### src/rtl/train_render_if.sv
// Bundle between the train controller and the VGA renderer: train centre positions in, video out.
// master = controller/display side, slave = train_render.
interface train_render_if;
  logic [9:0]  Ax;
  logic [9:0]  Ay;
  logic [9:0]  Bx;
  logic [9:0]  By;
  logic        hsync;
  logic        vsync;
  logic        video_on;
  logic [11:0] rgb;
  logic        frame_start;
  logic        collision;

  modport master (
    output Ax, Ay, Bx, By,
    input  hsync, vsync, video_on, rgb, frame_start, collision
  );

  modport slave (
    input  Ax, Ay, Bx, By,
    output hsync, vsync, video_on, rgb, frame_start, collision
  );
endinterface

### src/rtl/train_render.sv
// 640x480@60 VGA renderer for two train squares on an oval double track.
// Optional macro TRAIN_RENDER_COLLISION_EN: overlap pixels drawn white and a per-frame collision flag.
`default_nettype none
module train_render #(
  parameter int TRAIN_HALF = 8,
  parameter int TRACK_HALF = 1
) (
  input  logic          clk,
  input  logic          rst,
  train_render_if.slave bus
);
  localparam logic [9:0] H_MAX = 10'd799;
  localparam logic [9:0] V_MAX = 10'd524;

  // Track rectangles, index 0 = outer, 1 = inner.
  localparam logic [1:0][9:0] RECT_X0 = {10'd188, 10'd60};
  localparam logic [1:0][9:0] RECT_X1 = {10'd452, 10'd580};
  localparam logic [1:0][9:0] RECT_Y0 = {10'd180, 10'd60};
  localparam logic [1:0][9:0] RECT_Y1 = {10'd422, 10'd422};

  logic [9:0]  hcount_q, hcount_d, vcount_q, vcount_d;
  logic [9:0]  sax_q, sax_d, say_q, say_d, sbx_q, sbx_d, sby_q, sby_d;
  logic        hsync_q, hsync_d, vsync_q, vsync_d, video_on_q, video_on_d;
  logic        frame_start_q, frame_start_d;
  logic [11:0] rgb_q, rgb_d;
  logic        latch, visible, in_a, in_b;
  logic [1:0]  on_rect_hit;

  // Lower bound clips at 0; upper bound kept unsigned in 11 bits so it never wraps.
  function automatic logic [10:0] box_lo(input logic [9:0] c);
    logic signed [10:0] lo;
    lo = $signed({1'b0, c}) - $signed(11'(TRAIN_HALF));
    return lo[10] ? 11'd0 : $unsigned(lo);
  endfunction

  function automatic logic [10:0] box_hi(input logic [9:0] c);
    return {1'b0, c} + 11'(TRAIN_HALF - 1);
  endfunction

  function automatic logic in_span(input logic [9:0] p, input logic [10:0] lo, input logic [10:0] hi);
    return ({1'b0, p} >= lo) && ({1'b0, p} <= hi);
  endfunction

  function automatic logic near(input logic [9:0] p, input logic [9:0] e);
    return ({1'b0, p} + 11'(TRACK_HALF) >= {1'b0, e}) && ({1'b0, p} <= {1'b0, e} + 11'(TRACK_HALF));
  endfunction

  function automatic logic on_rect(input logic [9:0] x, input logic [9:0] y, input logic [9:0] x0,
                                   input logic [9:0] x1, input logic [9:0] y0, input logic [9:0] y1);
    return ((x >= x0) && (x <= x1) && (near(y, y0) || near(y, y1))) ||
           ((y >= y0) && (y <= y1) && (near(x, x0) || near(x, x1)));
  endfunction

  for (genvar gi = 0; gi < 2; gi++) begin : g_track
    assign on_rect_hit[gi] = on_rect(hcount_q, vcount_q, RECT_X0[gi], RECT_X1[gi],
                                     RECT_Y0[gi], RECT_Y1[gi]);
  end

  assign latch   = (hcount_q == 10'd0) && (vcount_q == 10'd480);
  assign visible = (hcount_q < 10'd640) && (vcount_q < 10'd480);
  assign in_a    = in_span(hcount_q, box_lo(sax_q), box_hi(sax_q)) &&
                   in_span(vcount_q, box_lo(say_q), box_hi(say_q));
  assign in_b    = in_span(hcount_q, box_lo(sbx_q), box_hi(sbx_q)) &&
                   in_span(vcount_q, box_lo(sby_q), box_hi(sby_q));

  always_comb begin
    hcount_d = hcount_q + 10'd1;
    vcount_d = vcount_q;
    if (hcount_q == H_MAX) begin
      hcount_d = 10'd0;
      vcount_d = (vcount_q == V_MAX) ? 10'd0 : vcount_q + 10'd1;
    end

    sax_d = latch ? bus.Ax : sax_q;
    say_d = latch ? bus.Ay : say_q;
    sbx_d = latch ? bus.Bx : sbx_q;
    sby_d = latch ? bus.By : sby_q;

    hsync_d       = !((hcount_q >= 10'd656) && (hcount_q <= 10'd751));
    vsync_d       = !((vcount_q >= 10'd490) && (vcount_q <= 10'd491));
    video_on_d    = visible;
    frame_start_d = (hcount_q == 10'd0) && (vcount_q == 10'd0);

    rgb_d = 12'h000;
    if (visible) begin
`ifdef TRAIN_RENDER_COLLISION_EN
      if (in_a && in_b)       rgb_d = 12'hFFF;
      else if (in_a)          rgb_d = 12'hF00;
`else
      if (in_a)               rgb_d = 12'hF00;
`endif
      else if (in_b)          rgb_d = 12'h00F;
      else if (|on_rect_hit)  rgb_d = 12'h888;
      else                    rgb_d = 12'h031;
    end
  end

`ifdef TRAIN_RENDER_COLLISION_EN
  logic collision_q, collision_d, overlap_in;

  // Judged on the values being latched, so the flag describes the frame about to be drawn.
  assign overlap_in = (box_lo(bus.Ax) <= box_hi(bus.Bx)) && (box_lo(bus.Bx) <= box_hi(bus.Ax)) &&
                      (box_lo(bus.Ay) <= box_hi(bus.By)) && (box_lo(bus.By) <= box_hi(bus.Ay));

  always_comb begin
    collision_d = latch ? overlap_in : collision_q;
  end

  always_ff @(posedge clk) begin
    if (rst) collision_q <= 1'b0;
    else     collision_q <= collision_d;
  end

  assign bus.collision = collision_q;
`else
  assign bus.collision = 1'b0;
`endif

  always_ff @(posedge clk) begin
    if (rst) begin
      hcount_q      <= 10'd0;
      vcount_q      <= 10'd0;
      sax_q         <= 10'd320;
      say_q         <= 10'd60;
      sbx_q         <= 10'd320;
      sby_q         <= 10'd180;
      hsync_q       <= 1'b1;
      vsync_q       <= 1'b1;
      video_on_q    <= 1'b0;
      frame_start_q <= 1'b0;
      rgb_q         <= 12'h000;
    end else begin
      hcount_q      <= hcount_d;
      vcount_q      <= vcount_d;
      sax_q         <= sax_d;
      say_q         <= say_d;
      sbx_q         <= sbx_d;
      sby_q         <= sby_d;
      hsync_q       <= hsync_d;
      vsync_q       <= vsync_d;
      video_on_q    <= video_on_d;
      frame_start_q <= frame_start_d;
      rgb_q         <= rgb_d;
    end
  end

  assign bus.hsync       = hsync_q;
  assign bus.vsync       = vsync_q;
  assign bus.video_on    = video_on_q;
  assign bus.rgb         = rgb_q;
  assign bus.frame_start = frame_start_q;
endmodule
`default_nettype wire

### src/flat_wrapper.sv
// flat-port wrapper written by rule: the top's interface ports become plain ports
module train_render_flat 
#(
  parameter int TRAIN_HALF = 8,
  parameter int TRACK_HALF = 1
)
  (clk, rst, bus_Ax, bus_Ay, bus_Bx, bus_By, bus_hsync, bus_vsync, bus_video_on, bus_rgb, bus_frame_start, bus_collision);
  train_render_if bus_i ();
  input  logic clk;
  input  logic rst;
  input wire logic [$bits(bus_i.Ax)-1:0] bus_Ax;
  input wire logic [$bits(bus_i.Ay)-1:0] bus_Ay;
  input wire logic [$bits(bus_i.Bx)-1:0] bus_Bx;
  input wire logic [$bits(bus_i.By)-1:0] bus_By;
  output wire logic [$bits(bus_i.hsync)-1:0] bus_hsync;
  output wire logic [$bits(bus_i.vsync)-1:0] bus_vsync;
  output wire logic [$bits(bus_i.video_on)-1:0] bus_video_on;
  output wire logic [$bits(bus_i.rgb)-1:0] bus_rgb;
  output wire logic [$bits(bus_i.frame_start)-1:0] bus_frame_start;
  output wire logic [$bits(bus_i.collision)-1:0] bus_collision;
  assign bus_i.Ax = bus_Ax;
  assign bus_i.Ay = bus_Ay;
  assign bus_i.Bx = bus_Bx;
  assign bus_i.By = bus_By;
  assign bus_hsync = bus_i.hsync;
  assign bus_vsync = bus_i.vsync;
  assign bus_video_on = bus_i.video_on;
  assign bus_rgb = bus_i.rgb;
  assign bus_frame_start = bus_i.frame_start;
  assign bus_collision = bus_i.collision;
  train_render #(.TRAIN_HALF(TRAIN_HALF), .TRACK_HALF(TRACK_HALF)) u_core (.clk(clk), .rst(rst), .bus(bus_i));
endmodule
### config.mk
export PLATFORM = sky130hd
export DESIGN_NAME = train_render_flat
export DESIGN_NICKNAME = d
export VERILOG_FILES = /design/src/rtl/train_render_if.sv /design/src/rtl/train_render.sv /design/src/flat_wrapper.sv
export SDC_FILE = /design/constraint.sdc
export NUM_CORES = 1
export LEC_CHECK = 0
export CAP_MARGIN = 0
export CORE_MARGIN = 1
export CORE_UTILIZATION = 25
export CTS_CLUSTER_DIAMETER = 50
export DETAILED_ROUTE_END_ITERATION = 6
export GPL_ROUTABILITY_DRIVEN = 0
export SKIP_CTS_REPAIR_TIMING = 1
export SLEW_MARGIN = 30
export SYNTH_ARGS = -nofsm -noshare
export SYNTH_HDL_FRONTEND = slang
export SYNTH_SLANG_ARGS = --single-unit
### constraint.sdc
create_clock -name clk -period 4.3 [get_ports clk]
set_clock_uncertainty 0.1 [all_clocks]
set_input_delay 1.075 -clock clk [delete_from_list [all_inputs] [get_ports clk]]
set_output_delay 1.075 -clock clk [all_outputs]
set_load 0.02 [all_outputs]
# After elaboration in Yosys (flattened, before gate mapping)
# Cells that the tools add are included.
[classes]
add_sub_neg = 12
n_mul = 0
div_mod_pow = 0
n_lt_le_gt_ge = 35
eq_ne = 3
shift = 0
muxes = 8
bitwise = 1
n_reduce_logical = 41
[op_table]
columns = ["cell", "count"]
rows = [
  ["$le A10 B9 Y1 const B", 5],
  ["$mux W10", 5],
  ["$add A10 B3 Y11 const B", 4],
  ["$ge A10 B11 Y1", 4],
  ["$le A10 B11 Y1", 4],
  ["$sub A10 B4 Y11 const B", 4],
  ["$mux W12", 3],
  ["$le A10 B10 Y1 const B", 3],
  ["$logic_and A1 B1 Y1", 26],
  ["$add A10 B1 Y11 const B", 2],
  ["$ge A11 B6 Y1 const B", 2],
  ["$ge A11 B8 Y1 const B", 2],
  ["$ge A11 B9 Y1 const B", 2],
  ["$add A10 B1 Y10 const B", 2],
  ["$eq A10 B10 Y1 const B", 2],
  ["$ge A10 B6 Y1 const B", 2],
  ["$ge A10 B8 Y1 const B", 2],
  ["$le A10 B6 Y1 const B", 2],
  ["$le A10 B8 Y1 const B", 2],
  ["$logic_not A10 Y1", 2],
  ["$ge A11 B10 Y1 const B", 1],
  ["$eq A10 B9 Y1 const B", 1],
  ["$ge A10 B10 Y1 const B", 1],
  ["$ge A10 B9 Y1 const B", 1],
  ["8 further kinds", 16],
]
[totals]
reg_bits = 76
latch_bits = 0
ramBits = 0
mem_bits_ro = 0
input_bits = 42
out_inout_bits = 17
word_cells = 113
mem_count = 0

# Depth between registers and ports, before layout
# Gate-level depths: netlist of run 1.
[depth]
ltp_word = 10
ltp_mapped = 16

# Worst setup path after synthesis of run 1
# No wires, ideal clock.
[synth_timing]
path_kind = "register to register"
start = "register u_core.say_q[5]"
end = "register u_core.rgb_q[0], in the netlist u_core.bus.rgb[0]"
setup_ps = 136
arrival_time_ps = 2977
t_required_ps = 4064
path_slack_ps = 1087
path_stages_with_launch = 16
synth_period_minus_slack_ps = 3213
cell_sequence = "dfxtp_1 > clkbuf_1 > nor2_1 > nand3_1 > or4_1 > clkbuf_1 > and2_1 > ha_1 > nand2b_1 > a21o_1 > a21o_1 > a211oi_1 > o311ai_0 > a31oi_1 > o31ai_1 > nor2_1"
[synth_between]
elab_chain_len = 6
word_cells_on_any_way = 8
classes_between = "2 x add/sub; 2 x order compare; 1 x mux; 3 x reduce/logical"
[synth_rtl]
columns = ["item", "line_no", "rtl"]
rows = [
  ["start: declaration", "train_render.sv:22", "logic [9:0] sax_q, sax_d, say_q, say_d, sbx_q, sbx_d, sby_q, sby_d;"],
  ["start signal: assignment", "train_render.sv:136", "say_q <= say_d;"],
  ["$sub A10 B4 Y11", "train_render.sv:32", "lo = $signed({1'b0, c}) - $signed(11'(TRAIN_HALF));"],
  ["$mux W10", "train_render.sv:33", "return lo[10] ? 11'd0 : $unsigned(lo);"],
  ["$ge A10 B11 Y1", "train_render.sv:41", "return ({1'b0, p} >= lo) && ({1'b0, p} <= hi);"],
  ["$logic_and A1 B1 Y1 (*)", "train_render.sv:41", ""],
  ["$logic_and A1 B1 Y1 (*)", "train_render.sv:61", "assign in_a = in_span(hcount_q, box_lo(sax_q), box_hi(sax_q)) &&"],
  ["$reduce_or A3 Y1 (no line) (*)", "n/a", ""],
  ["end signal: assignment", "train_render.sv:143", "rgb_q <= rgb_d;"],
  ["end: declaration", "train_render.sv:25", "logic [11:0] rgb_q, rgb_d;"],
]
# Mark *: on every way between the ends. The rest lies on a longest branch, timed or not.
# A chain may end at the register's enable or synchronous reset.

# Final worst setup path of run 1
[layout_timing]
start = "register u_core.say_q[5]"
end = "register u_core.rgb_q[3], in the netlist u_core.bus.rgb[3]"
# Same word-level chain as after synthesis.

==> results.yml, run 1 <==
setup_path:
  criticalPathCategory: "reg2reg"
  end_kind: "flop"
  critPathLaunchType: "flop"
  crit_buf_inv: 0
  crit_chain: "nor2_1 > nand3_1 > or4_1 > and2_1 > ha_1 > nand2b_1 > a21o_1 > a21o_1 > a211oi_1 > o311ai_0 > a31oi_1 > o31ai_1 > nor2_1"
  cp_max_fo: 9
  critPathTopFamily: "compound AO/OA/AOI/OAI gates"
  worstPathRequired_ns: 4.40
  cpPeakStageDelay_ns: 0.67
  arrival_ns: 3.71
  crit_slowest_cell: "o31ai_1"
power_and_ir_drop:
  p_sw_frac: 0.234
  power_density_nw_per_um2: 197
  peakVddDrop_mv: 0.175
  power.switching_uw: 355
  p_comb_frac: 0.066
  p_seq_frac: 0.443
  p_leak_nw: 3.08
  power.total_mw: 1.52
  p_int_mw: 1.16
  p_clk_frac: 0.491
cts:
  htree_levels: 3
  cts_sinks: 71
  clockBufferDepth: 2
  clock_latency_ns: 0.35
  cts_root_buf: "clkbuf_16"
  cts_buffers: 9
  clk_pin_slew_ns: 0.06
  cts_tree: "built"
cells_and_area:
  fillCellCount: 2845
  multi_input_area_um2: 4890
  finish.utilization: 0.294
  area_delta_synth_final_pct: 14.9
  n_antenna_cell: 0
  drive_gt1_frac: 0.0334
  seq_area_um2: 1420
  finalNetCount: 1039
synthesis:
  yosysTopAreaCell: "dfxtp_1"
  synth_top_area_share: 0.212
  synthArstFlopShare: 0
  ys_types: 77
  synth-main-ff-cell: "dfxtp_1"
  synth-edff-count: 0
  synth.cell_area_um2: 6710
  synth.most_common_cell: "nand2_1"
  synth-seq-cells: 71
  synth_cells: 883
  ys_warn_count: 0
  syn_avg_cell_area_um2: 7.60
  yosysSeqAreaShare: 0.212
  synthTopCellsByCount: "nand2_1, ha_1, dfxtp_1"
  synth.area.top_cells: "dfxtp_1, ha_1, nand2_1, a21oi_1, xnor2_1"
routing:
  vias: 6171
  antenna_left: 0
  dr.pass1.iters: 7
  drc: 7
  route.detailed.wl_per_inst_um: 14.4
  routed_wl_um: 17700
  drt_iter0_markers: 565
  via_per_inst: 5.00
grt:
  antenna_found_initial: 0
  grt_usage: 0.132
  grt_pass1_wl_um: 29500
  grt_pass1_vias: 5797
  globalRouteOverflowTotal: 0
  grt_max_degree: 55
timing:
  holdWs_ns: 0.384
  period_needed_ns: 3.61
  slew_headroom: 0.424
  max_clock_freq_ghz: 0.277
  tightest_slew_ns: 0.863
  setup_tns_ns: 0
  setup_violations: 0
  finalCritPeriodShare: 0.839
  rsz0062_at_grt: "no"
  hold_viol: 0
  maxSlewViolCount: 0
run_status:
  status: "finished, violations left"
  violations: "DRC"
floorplan:
  die_w_um: 166
  boundaryPins: 59
  die_h_um: 166
  core_um2: 26200
  start_util: 0.256
  die_area_um2: 27500
  rows: 59
placement:
  port_buffers: 56
  dp_hpwl_um: 13000
worst_hold_path:
  hp-class: "reg2reg"
run:
  maxCapViolations: 0
-- logic make-up (layout without fill, tap and decap cells) --
| group | Yosys count | after routing | share of synthesized area |
|---|---|---|---|
| fa+ha+maj | 101 | 101 | 0.188 |
| other cells | 1 | 2 | 0.000559 |
| buf+inv | 88 | 103 | 0.0602 |
| mux | 9 | 9 | 0.0136 |
| flops | 71 | 71 | 0.212 |
| xor+xnor | 50 | 50 | 0.0653 |
| compound gates | 186 | 186 | 0.180 |
| simple gates | 377 | 377 | 0.280 |
-- worst min-delay path: stages, from the launching register on --
cell	delay (ns)
dfxtp_1	0.33
nand2_1	0.06
a21oi_1	0.05
-- final timing paths --
kind / cells after the start / slack (ns) / from / endpoint
max reg2reg: 13 / 0.69 / u_core.say_q[5]$_SDFFE_PP1P_ / u_core.bus.rgb[3]$_SDFF_PP0_
max: 13 / 0.69 / u_core.say_q[5]$_SDFFE_PP1P_ / u_core.bus.rgb[3]$_SDFF_PP0_
min reg2reg: 2 / 0.38 / u_core.sax_q[0]$_SDFFE_PP0P_ / u_core.sax_q[0]$_SDFFE_PP0P_
min: 2 / 0.38 / u_core.sax_q[0]$_SDFFE_PP0P_ / u_core.sax_q[0]$_SDFFE_PP0P_
-- metrics by stage --
stage / instances / worst slack (ns) / cell area [um2]
2_1_floorplan: 884 / 1.09 / 6710
4_1_cts: 1234 / 0.693 / 7700
3_3_place_gp: 1220 / 0.741 / 7420
3_5_place_dp: 1220 / 0.713 / 7420
6_report: 1234 / 0.691 / 7710
5_1_grt: 1234 / 0.318 / 7710
-- sequential cells by signal, indices dropped and copies added, names as in the netlist --
signal                  cells
u_core.bus.video_on         1
u_core.bus.vsync            1
u_core.bus.hsync            1
u_core.sax_q               10
u_core.vcount_q            10
u_core.bus.rgb              7
u_core.bus.frame_start      1
u_core.sby_q               10
u_core.say_q               10
u_core.hcount_q            10
u_core.sbx_q               10
-- routing by layer --
layer	track usage	wire, um	vias up
met5	0	0	-
met4	0.0451	302	0
met3	0.0212	696	24
met2	0.210	7640	139
met1	0.182	9090	2836
li1	-	-	3172
-- final cells by class --
cell class                      instances  share of cell area
Sequential cell                        71               0.184
Clock inverter                          4             0.00633
Inverter                               29              0.0141
Timing Repair Buffer                   60              0.0763
Multi-Input combinational cell        725               0.635
Tap cell                              335              0.0544
Clock buffer                           10              0.0297
-- power by group through the flow --
| stage | Clock (mW) | Combinational, mW | Sequential (mW) |
|---|---|---|---|
| floorplan | 0 | 0.0467 | 0.685 |
| global placement | 0 | 0.0998 | 0.686 |
| detailed placement | 0 | 0.101 | 0.687 |
| CTS | 0.770 | 0.101 | 0.672 |
| global route | 0.792 | 0.111 | 0.673 |
| finish | 0.745 | 0.100 | 0.672 |
-- cells in the final DEF, fill, tap and decap left out, drive strengths merged, types with 10 or more instances in the layout --
| cell | Yosys | routed |
|---|---|---|
| xnor2 | 26 | 26 |
| a21oi | 59 | 59 |
| clkdlybuf4s50 | 0 | 55 |
| and2 | 11 | 11 |
| o21ai | 39 | 39 |
| nor2 | 60 | 60 |
| nand3b | 13 | 13 |
| clkbuf | 37 | 10 |
| inv | 29 | 29 |
| nand2 | 152 | 152 |
| nor3 | 20 | 20 |
| xor2 | 24 | 24 |
| nor4 | 10 | 10 |
| nand4 | 22 | 22 |
| a21o | 16 | 16 |
| nor2b | 14 | 14 |
| nand3 | 20 | 20 |
| nand2b | 17 | 17 |
| dfxtp | 71 | 71 |
| ha | 101 | 101 |
Note: power is estimated with default switching activity, not from simulation.
==> run 2, diff against run 1 <==
==> constraint.sdc (replaced) <==
create_clock -name clk -period 3.6 [get_ports clk]
set_clock_uncertainty 0.1 [all_clocks]
set_input_delay 0.9 -clock clk [delete_from_list [all_inputs] [get_ports clk]]
set_output_delay 0.9 -clock clk [all_outputs]
set_load 0.02 [all_outputs]
==> run 2 against run 1 <==
- sequential power is 19% higher
- fmax is 10% higher
- core utilization is 0.80 points higher
- die area stayed put
- the run still ends with DRC left
- setup slack worse by 0.36 ns
- highest routed layer unchanged
- count of clock-buffer cells in the layout is 2 higher
- via count is 2.7% higher
- critical endpoint is now u_core.bus.rgb[2]$_SDFF_PP0_
==> results.yml, run 2 (same netlist as run 1, synthesis figures left out) <==
cells_and_area:
  final_cells: 1260
  final_common_cell: "nand2_1"
  drive_gt1_frac: 0.0605
  area_delta_synth_final_pct: 18.0
  finish.utilization: 0.302
  final_area_um2: 7920
  fillCellCount: 2768
  finalNetCount: 1063
  layout_common_cells: "nand2_1, ha_1, dfxtp_1"
  n_antenna_cell: 0
power_and_ir_drop:
  peakVddDrop_mv: 0.202
  power_density_nw_per_um2: 238
  p_leak_nw: 3.21
  power.total_mw: 1.88
timing:
  finalCritPeriodShare: 0.908
  period_needed_ns: 3.27
  slew_headroom: 0.538
  holdWs_ns: 0.383
  setup_tns_ns: 0
  tightest_slew_ns: 0.692
  maxSlewViolCount: 0
  setup_violations: 0
  fin_ws_ns: 0.330
  hold_viol: 0
  rsz0062_at_grt: "no"
  max_clock_freq_ghz: 0.306
setup_path:
  critPathLaunchType: "flop"
  worstSetupStartpoint: "u_core.sax_q[4]$_SDFFE_PP0P_"
  rr_worst_depth: 13
  cp_max_fo: 8
  cpPeakStageDelay_ns: 0.54
  crit_slowest_cell: "or4_1"
  end_kind: "flop"
  r2r_setup_slack_ns: 0.33
  worstPathRequired_ns: 3.78
  criticalPathCategory: "reg2reg"
  r2r-start: "u_core.sax_q[4]$_SDFFE_PP0P_"
  arrival_ns: 3.45
  r2r_end: "u_core.bus.rgb[2]$_SDFF_PP0_"
  crit_chain: "inv_1 > nand3_1 > or4_1 > and2_1 > ha_1 > nand2b_1 > a211oi_1 > nor3_1 > a2111oi_0 > o21bai_1 > a21oi_1 > o31ai_1 > nor2_1"
run_status:
  violations: "DRC"
  status: "finished, violations left"
routing:
  route.detailed.wl_per_inst_um: 14.6
  drt_iter0_markers: 698
  drc: 7
  antenna_left: 0
  vias: 6337
  via_per_inst: 5.03
  routed_wl_um: 18400
  dr.pass1.iters: 7
floorplan:
  core_um2: 26200
  rows: 59
  boundaryPins: 59
  die_area_um2: 27500
  die_w_um: 166
  start_util: 0.256
  die_h_um: 166
placement:
  pre_cts_slack_ns: 0.290
  port_buffers: 56
  dp_hpwl_um: 14100
  dp.cells: 1244
  dpl_cell_area_um2: 7610
cts:
  clock_latency_ns: 0.35
  clk_pin_slew_ns: 0.06
  cts_sinks: 71
  htree_levels: 3
  clockBufferDepth: 2
  cts_buffers: 9
  cts_tree: "built"
  cts_root_buf: "clkbuf_16"
grt:
  globalRouteOverflowTotal: 0
  grt_pass1_wl_um: 30200
  grt_max_degree: 38
  antenna_found_initial: 0
  grt_pass1_vias: 5901
  grt_usage: 0.136
run:
  maxCapViolations: 0
worst_hold_path:
  hp-start: "u_core.say_q[0]$_SDFFE_PP0P_"
  hp-class: "reg2reg"
  min_to: "u_core.say_q[0]$_SDFFE_PP0P_"
  hold_path_depth: 2
## run 2: cell types whose count changed in the layout (fill, tap and decap cells not counted)
cell	previous run	this run
buf_4	5	28
clkinv_2	2	0
buf_2	0	1
clkinvlp_4	0	2
clkbuf_8	0	2
## run 2: layout make-up
type | count | area, um2 | share of cell area
Multi-Input combinational cell | 725 | 4890 | 0.618
Sequential cell | 71 | 1420 | 0.180
Timing Repair Buffer | 84 | 766 | 0.0967
Tap cell | 335 | 419 | 0.0529
Clock buffer | 12 | 256 | 0.0324
Inverter | 29 | 109 | 0.0137
Clock inverter | 4 | 53.8 | 0.00680
## run 2: how the worst max path moves through the flow
stage                                                to
after floorplan            u_core.bus.rgb[0]$_SDFF_PP0_
after global placement    u_core.bus.rgb[11]$_SDFF_PP0_
after detailed placement  u_core.bus.rgb[11]$_SDFF_PP0_
after CTS                 u_core.bus.rgb[11]$_SDFF_PP0_
after global routing       u_core.bus.rgb[2]$_SDFF_PP0_
final                      u_core.bus.rgb[2]$_SDFF_PP0_
## run 2: layer usage
metal  wire length, um  vias to the layer above  global-route usage
li1                  -                     3211                   -
met1              9360                     2903               0.190
met5                 0                        -                   0
met2              7830                      190               0.213
met3               876                       33              0.0245
met4               354                        0              0.0419
## run 2: worst max-delay path, delay by kind of cell (launching register included)
kind / cells / cell delay [ns]
flip-flops: 1 / 0.36
adder cells (fa/ha/maj): 1 / 0.26
AO/OA/AOI/OAI: 5 / 1.14
buffers and inverters: 1 / 0.12
AND/OR/NAND/NOR: 6 / 1.23
## run 2: power breakdown
group | internal (mW) | switching [mW] | total [mW]
Sequential | 0.791 | 0.00850 | 0.800
Clock | 0.576 | 0.378 | 0.954
Combinational | 0.0704 | 0.0562 | 0.127
Total | 1.44 | 0.442 | 1.88
==> run 3, diff against run 2 <==
--- a/config.mk
+++ b/config.mk
@@ -9,8 +9,10 @@
 export CORE_MARGIN = 1
 export CORE_UTILIZATION = 25
 export CTS_CLUSTER_DIAMETER = 50
+export CTS_CLUSTER_SIZE = 14
 export DETAILED_ROUTE_END_ITERATION = 6
 export GPL_ROUTABILITY_DRIVEN = 0
+export HOLD_SLACK_MARGIN = 0.05
 export SKIP_CTS_REPAIR_TIMING = 1
 export SLEW_MARGIN = 30
 export SYNTH_ARGS = -nofsm -noshare
==> results of run 3 <==
Same layout as run 2: the final DEF is identical, and so are final timing and power.
